**src/rtl/traffic_pkg.sv**
```systemverilog
// Shared constants for the traffic-light countdown display: state codes,
// remaining-state tables and active-low 7-segment patterns.
package traffic_pkg;

  localparam int CNT_W  = 7;
  localparam int DIGITS = 4;

  localparam logic [2:0] S0 = 3'd0;
  localparam logic [2:0] S1 = 3'd1;
  localparam logic [2:0] S2 = 3'd2;
  localparam logic [2:0] S3 = 3'd3;
  localparam logic [2:0] S4 = 3'd4;
  localparam logic [2:0] S5 = 3'd5;
  localparam logic [2:0] S6 = 3'd6;
  localparam logic [2:0] S7 = 3'd7;

  // Segment order {g,f,e,d,c,b,a}, a lit segment is 0
  localparam logic [6:0] SEG_0     = 7'b1000000;
  localparam logic [6:0] SEG_1     = 7'b1111001;
  localparam logic [6:0] SEG_2     = 7'b0100100;
  localparam logic [6:0] SEG_3     = 7'b0110000;
  localparam logic [6:0] SEG_4     = 7'b0011001;
  localparam logic [6:0] SEG_5     = 7'b0010010;
  localparam logic [6:0] SEG_6     = 7'b0000010;
  localparam logic [6:0] SEG_7     = 7'b1111000;
  localparam logic [6:0] SEG_8     = 7'b0000000;
  localparam logic [6:0] SEG_9     = 7'b0010000;
  localparam logic [6:0] SEG_BLANK = 7'b1111111;

  // States left in the current colour for group 1, including this one
  function automatic logic [2:0] rem1(input logic [2:0] s);
    case (s)
      S0:      rem1 = 3'd3;
      S1:      rem1 = 3'd2;
      S2:      rem1 = 3'd1;
      S3:      rem1 = 3'd1;
      S4:      rem1 = 3'd4;
      S5:      rem1 = 3'd3;
      S6:      rem1 = 3'd2;
      default: rem1 = 3'd1;
    endcase
  endfunction

  function automatic logic [2:0] rem2(input logic [2:0] s);
    case (s)
      S0:      rem2 = 3'd4;
      S1:      rem2 = 3'd3;
      S2:      rem2 = 3'd2;
      S3:      rem2 = 3'd1;
      S4:      rem2 = 3'd3;
      S5:      rem2 = 3'd2;
      S6:      rem2 = 3'd1;
      default: rem2 = 3'd1;
    endcase
  endfunction

endpackage

```
**src/rtl/seg7_decoder.sv**
```systemverilog
// BCD to active-low 7-segment pattern; codes above 9 produce a blank digit.
module seg7_decoder
  import traffic_pkg::*;
(
  input  logic [3:0] bcd,
  output logic [6:0] seg
);

  always_comb begin
    case (bcd)
      4'd0:    seg = SEG_0;
      4'd1:    seg = SEG_1;
      4'd2:    seg = SEG_2;
      4'd3:    seg = SEG_3;
      4'd4:    seg = SEG_4;
      4'd5:    seg = SEG_5;
      4'd6:    seg = SEG_6;
      4'd7:    seg = SEG_7;
      4'd8:    seg = SEG_8;
      4'd9:    seg = SEG_9;
      default: seg = SEG_BLANK;
    endcase
  end

endmodule

```
**src/rtl/traffic_countdown_display.sv**
```systemverilog
// Follows the traffic FSM state code, counts down seconds left per light group
// and scans the two 2-digit counts onto a 4-digit multiplexed display.
module traffic_countdown_display
  import traffic_pkg::*;
#(
  parameter int CLK_PER_SEC   = 50_000_000,
  parameter int SEC_PER_STATE = 5,
  parameter int REFRESH_DIV   = 50_000
) (
  input  logic             clk,
  input  logic             rst,
  input  logic [2:0]       state_in,
  output logic [CNT_W-1:0] cnt1,
  output logic [CNT_W-1:0] cnt2,
  output logic [3:0]       an,
  output logic [6:0]       seg
);

  localparam int SEC_W = (CLK_PER_SEC > 1) ? $clog2(CLK_PER_SEC) : 1;
  localparam int REF_W = (REFRESH_DIV > 1) ? $clog2(REFRESH_DIV) : 1;
  localparam logic [SEC_W-1:0] SEC_MAX = SEC_W'(CLK_PER_SEC - 1);
  localparam logic [REF_W-1:0] REF_MAX = REF_W'(REFRESH_DIV - 1);
  localparam logic [CNT_W-1:0] SPS     = CNT_W'(SEC_PER_STATE);
  localparam logic [CNT_W-1:0] TEN     = CNT_W'(10);

  logic             loaded_q, loaded_d;
  logic [2:0]       prev_state_q, prev_state_d;
  logic [SEC_W-1:0] sec_q, sec_d;
  logic [REF_W-1:0] ref_q, ref_d;
  logic [1:0]       idx_q, idx_d;
  logic [CNT_W-1:0] cnt1_q, cnt1_d, cnt2_q, cnt2_d;
  logic [3:0]       an_q, an_d;
  logic [6:0]       seg_q, seg_d;

  logic       reload, sec_wrap;
  logic [3:0] ones1, tens1, ones2, tens2, bcd_sel;
  logic [6:0] seg_dec;

  // Countdown: a state change (or the first cycle out of reset) reloads and
  // takes priority over a coincident one-second tick.
  always_comb begin
    reload       = !loaded_q || (state_in != prev_state_q);
    sec_wrap     = (sec_q == SEC_MAX);
    loaded_d     = loaded_q;
    prev_state_d = prev_state_q;
    sec_d        = sec_q;
    cnt1_d       = cnt1_q;
    cnt2_d       = cnt2_q;
    if (reload) begin
      loaded_d     = 1'b1;
      prev_state_d = state_in;
      sec_d        = '0;
      cnt1_d       = CNT_W'(rem1(state_in)) * SPS;
      cnt2_d       = CNT_W'(rem2(state_in)) * SPS;
    end else begin
      sec_d = sec_wrap ? '0 : sec_q + SEC_W'(1);
      if (sec_wrap) begin
        if (cnt1_q != '0) cnt1_d = cnt1_q - CNT_W'(1);
        if (cnt2_q != '0) cnt2_d = cnt2_q - CNT_W'(1);
      end
    end
  end

  // Display scan: a zero tens digit is fed as an out-of-range code to blank it
  always_comb begin
    ref_d = (ref_q == REF_MAX) ? '0 : ref_q + REF_W'(1);
    idx_d = (ref_q == REF_MAX) ? idx_q + 2'd1 : idx_q;
    ones1 = 4'(cnt1_q % TEN);
    tens1 = 4'(cnt1_q / TEN);
    ones2 = 4'(cnt2_q % TEN);
    tens2 = 4'(cnt2_q / TEN);
    case (idx_q)
      2'd0:    bcd_sel = ones1;
      2'd1:    bcd_sel = (tens1 == 4'd0) ? 4'hF : tens1;
      2'd2:    bcd_sel = ones2;
      default: bcd_sel = (tens2 == 4'd0) ? 4'hF : tens2;
    endcase
    an_d  = loaded_q ? ~(4'b0001 << idx_q) : 4'b1111;
    seg_d = loaded_q ? seg_dec : SEG_BLANK;
  end

  seg7_decoder u_dec (
    .bcd (bcd_sel),
    .seg (seg_dec)
  );

  always_ff @(posedge clk) begin
    if (rst) begin
      loaded_q     <= 1'b0;
      prev_state_q <= S0;
      sec_q        <= '0;
      ref_q        <= '0;
      idx_q        <= '0;
      cnt1_q       <= '0;
      cnt2_q       <= '0;
      an_q         <= 4'b1111;
      seg_q        <= SEG_BLANK;
    end else begin
      loaded_q     <= loaded_d;
      prev_state_q <= prev_state_d;
      sec_q        <= sec_d;
      ref_q        <= ref_d;
      idx_q        <= idx_d;
      cnt1_q       <= cnt1_d;
      cnt2_q       <= cnt2_d;
      an_q         <= an_d;
      seg_q        <= seg_d;
    end
  end

  assign cnt1 = cnt1_q;
  assign cnt2 = cnt2_q;
  assign an   = an_q;
  assign seg  = seg_q;

endmodule
```
**config.mk**
```make
export PLATFORM = sky130hd
export DESIGN_NAME = traffic_countdown_display
export DESIGN_NICKNAME = d
export VERILOG_FILES = /design/src/rtl/traffic_pkg.sv /design/src/rtl/seg7_decoder.sv /design/src/rtl/traffic_countdown_display.sv
export SDC_FILE = /design/constraint.sdc
export NUM_CORES = 1
export LEC_CHECK = 0
export ABC_AREA = 1
export CORE_UTILIZATION = 35
export DETAILED_ROUTE_END_ITERATION = 6
export PLACE_DENSITY = 0.48
export SETUP_SLACK_MARGIN = 0.02
export SYNTH_ARGS = -nofsm -noshare
export SYNTH_HDL_FRONTEND = slang
export SYNTH_HIERARCHICAL = 1
export SYNTH_SLANG_ARGS = --single-unit
```
**constraint.sdc**
```tcl
create_clock -name clk -period 5.87 [get_ports clk]
set_input_delay 1.174 -clock clk [delete_from_list [all_inputs] [get_ports clk]]
set_output_delay 1.174 -clock clk [all_outputs]
set_load 0.03 [all_outputs]
```
Word level (Yosys, flattened, before mapping)
Memories as Yosys holds them, arrays and structs flattened. A register that Yosys moved wholly into a read port is not among the register bits.
Cells that the tools add are included.
Word-level totals
  bits in registers: 66
  memory bits (read-only): 112
  input port bits: 5
  output and inout port bits: 25
  memories kept: 1
Memory list
  (name not given): depth 16, width 7, rd ports 1, clocked after memory_dff 1, write ports 0, RTL line seg7_decoder.sv:10  | case (bcd)
Operators by class
  add/sub/neg operators: 5
  multiply operators: 2
  divide/modulo/power cells: 4
  eq/ne operators: 10
  shift-type cells: 1
  mux-type cells: 13
  bitwise gates (word level): 2
  reduce and logical (&&, ||, !) cells: 23
Operators by type and width (number)
  $mux W6: 6
  $add A26 B1 Y26 const B: 1
  $eq A26 B26 Y1 const B: 1
  $pmux W3 S3: 2
  $add A16 B1 Y16 const B: 1
  $eq A16 B16 Y1 const B: 1
  $div A7 B4 Y7 const B: 2
  $mod A7 B4 Y7 const B: 2
  $reduce_bool A7 Y1: 2
  $reduce_or A2 Y1: 7
  $sub A7 B1 Y7 const B: 2
  $mul A3 B3 Y6 const B: 2
  $pmux W4 S3: 1
  $eq A3 B3 Y1 const B: 3
  $logic_not A4 Y1: 2
  $mux W4: 2
  $reduce_and A2 Y1: 4
  $mux W3: 2
  $reduce_bool A2 Y1: 3
  $not A4 Y4: 1
  $shl A1 B2 Y4 const A: 1
  $eq A3 B1 Y1 const B: 1
  $eq A3 B2 Y1 const B: 1
  $logic_not A3 Y1: 1
  9 further kinds: 9

Logic depth before layout (Yosys ltp)
  depth in word-level cells: 6
  depth in mapped cells: 32
  depth with buffers taken out: 32

Cells and area by module
Netlist, hierarchy kept.
Modules (own cells, without submodules)
  traffic_countdown_display: times used 1, cells each 657, area each 4345.4 µm²
  seg7_decoder: times used 1, cells each 35, area each 187.7 µm²

Worst setup path before layout
No wires, ideal clock.
  path type: register -> register
  start point: register idx_q[0]
  end point: register seg_q[3], in the netlist seg[3]
  library setup time: 0.129 ns
  data arrival time: 3.258 ns
  setup slack: 2.483 ns
  stages on the path, launching flop included: 30
  path buffers: 0
  clock period less this slack: 3.387 ns
  cells stage by stage: dfxtp_1 inv_1 ha_1 inv_2 nand2_1 nand2_2 inv_2 nand2_2 nand3_2 nand2_2 nand2_2 a21boi_2 nand2_2 nand2_2 nand2_1 nand2_1 inv_2 ha_1 inv_1 nand3_2 nand3_1 nand3_1 a21oi_1 inv_1 ha_1 nand2_1 nand3_1 nand2_1 inv_1 nand2_1
RTL lines
  start: declaration: RTL line traffic_countdown_display.sv:30  | logic [1:0] idx_q, idx_d;
  start signal: assignment: RTL line traffic_countdown_display.sv:103  | idx_q <= idx_d;
  end: declaration: RTL line traffic_countdown_display.sv:33  | logic [6:0] seg_q, seg_d;

==> reports/metrics.csv <==
metric,value,unit
clk buf depth,2,
Fill cells,1354,
DPL Wire Length,8200,µm
Synth top area share,32.2,%
Vias/cell,4.74,
diode count,0,
clock buffer count from CTS,9,
Syn Inst Count,692,
"Max FO, Critical Path",16,
"top cells by area, synth","dfxtp_1, nand2_1, inv_1",
sequential share of the synthesized area,32.2,%
CP Class,register to register,
CTS tree,yes,
first-pass GRT wire length,17700,µm
period utilization,67.1,%
post-CTS sizing,0,
CP arrival,4130,ps
PwrDens,265,nW/µm²
final RePlAce weighted congestion,0.802,
number of DRC markers in iteration 0,185,
CTS H-tree lvls,3,
DRC viols,0,
global route overflow,0,
setup TNS,0,ps
WL final,10600,µm
Routed WL per cell,11.7,µm
count of flip-flops with a built-in enable after synthesis,0,
min cycle time layout,3940,ps
footprint of the multi-input gates,2560,µm²
GRT Util Overall,16.8,%
CTS sink cnt,73,
hold path depth,1,
actual slew at the worst max-slew pin,742,ps
"FF+latch count, synth",73,
Die Ht,116,µm
CP Capture Type,register,
synth cell count leaders,"nand2_1, inv_1, dfxtp_1, nor2_1, nand3_1",
status,completed,
clock skew,6.45,ps
Port-buffer cells,29,
Initial Utilization,35.9,%
maximum VDD drop,0.000129,V
"FFs w/ async S/R, synth",0,%
Final Hold Violating Endpoints,0,
Cell variety after synth,39,
Vias,4269,
final core occ,42.1,%
ANT nets after route,0,
syn avg cell area,6.55,µm²
worst reg2reg path depth,30,
register area,1460,µm²
Max Fclk,0.254,GHz
Core Rows,41,
Worst slew margin,50.1,%
CP max stage delay,480,ps
syn_nets,720,
unrepaired setup endpoints after global routing,no,
Pins Over Slew Limit,0,
Core Region,12600,µm²
pin count of the biggest net entering global routing,17,
DIE AREA,13400,µm²
hold_buf cts,0,
Final setup viols,0,
post-synth top area cell,dfxtp_1,
"Clk Latency, worst-skew pair",340,ps
slowest cell on the critical path,ha_1,
Post-synth top flop,dfxtp_1,
vias in the first global route,3902,
max_cap viols,0,
Hold Crit Class,register to register,
CTS root buf,clkbuf_16,
clk slew on worst S/H paths,60,ps
Syn-to-layout area delta,17.3,%
most frequent cell after synthesis,nand2_1,
I/O pin cnt,30,
Final nets,751,
initial antenna violation count,0,
Die Width,116,µm
postcts setup bufs,0,
fraction of layout cells with a size suffix above 1,8.79,%
First-pass DRT Iterations,4,
synth warn,6,
Crit path required time,6070,ps
Leak Pwr,2.21,nW
synthesized cell area,4530,µm²
overall power,0.00141,W
CP Launch Type,register,
state kept, by name, summed over array words and instances, names as in the netlist:
signal and cells:
an 4, cnt1 7, cnt2 7, idx_q 2
loaded_q 1, prev_state_q 3, ref_q 16, sec_q 26
seg 7
kinds of logic after synthesis:
logic type / synth area share [%]
xor+xnor: 2.32
fa+ha+maj: 6.35
compound gates: 12.2
simple gates: 35.7
flops: 32.2
buf+inv: 11.2
cells in the final DEF, fill, tap and decap left out, types with 2 or more instances in the layout:
cell type	n
nor3b_1	7
xor2_1	9
nor3_2	2
clkinvlp_4	2
nand3_2	6
clkdlybuf4s50_1	29
nand3_1	42
o21ai_1	7
o21ai_0	28
dfxtp_1	73
nand2_1	151
nor3_1	29
xnor2_1	3
a211oi_1	3
ha_1	23
inv_2	11
a21oi_1	30
a21boi_1	3
o211ai_1	3
nor2_2	3
nand4_1	15
inv_1	111
or2_2	6
nor4b_1	2
clkbuf_16	9
nor4_1	4
o21ai_2	2
a31oi_1	10
nor2_1	73
clkbuf_8	3
o21bai_1	2
a21oi_2	2
o21a_1	2
nand2_2	14
routing by layer:
metal  share of wire [%]  global-route usage [%]
met2                  47                    28.4
met1                  50                    21.2
met3                 2.5                    3.45
met5                   0                       0
met4                 1.3                    5.47
through the flow:
stage          instance area [µm²]  hold WS [ps]  worst slack (ps)  std cells
6_report                      5320           446              1930        900
5_1_grt                       5320           480              1410        900
4_1_cts                       5320           449              1910        900
3_5_place_dp                  5000           437              1920        884
3_3_place_gp                  5000           431              2040        884
2_1_floorplan                 4530           417              2480        692
layout make-up:
class,count,share of cell area (%)
clock buffer,12,5.01
clock inverter,4,0.941
inverter,123,8.68
multi-input combinational,486,48.2
sequential,73,27.5
tap,172,4.05
timing repair buffer,30,5.60
worst max-delay path, delay by kind of cell (launching register included):
family | cells | cell delay (ps)
compound gates | 1 | 360
buf+inv | 6 | 460
fa+ha+maj | 3 | 930
simple gates | 20 | 1680
flops | 1 | 360
path summary, 6_finish.rpt:
path / from / endpoint / slack (ps)
worst min-delay path: sec_q[0]$_SDFF_PP0_ / sec_q[0]$_SDFF_PP0_ / 450
worst min register to register: sec_q[0]$_SDFF_PP0_ / sec_q[0]$_SDFF_PP0_ / 450
worst max register to register: idx_q[0]$_SDFFE_PP0P_ / seg[3]$_SDFF_PP1_ / 1930
worst max-delay path: idx_q[0]$_SDFFE_PP0P_ / seg[3]$_SDFF_PP1_ / 1930
report_power, final:
group | switching (W) | internal, W | total, W
clock network | 0.000217 | 0.000363 | 0.000580
logic | 0.000189 | 0.000106 | 0.000295
registers | 0.0000181 | 0.000515 | 0.000533
total | 0.000425 | 0.000984 | 0.00141
(Power assumes the default switching activity.)
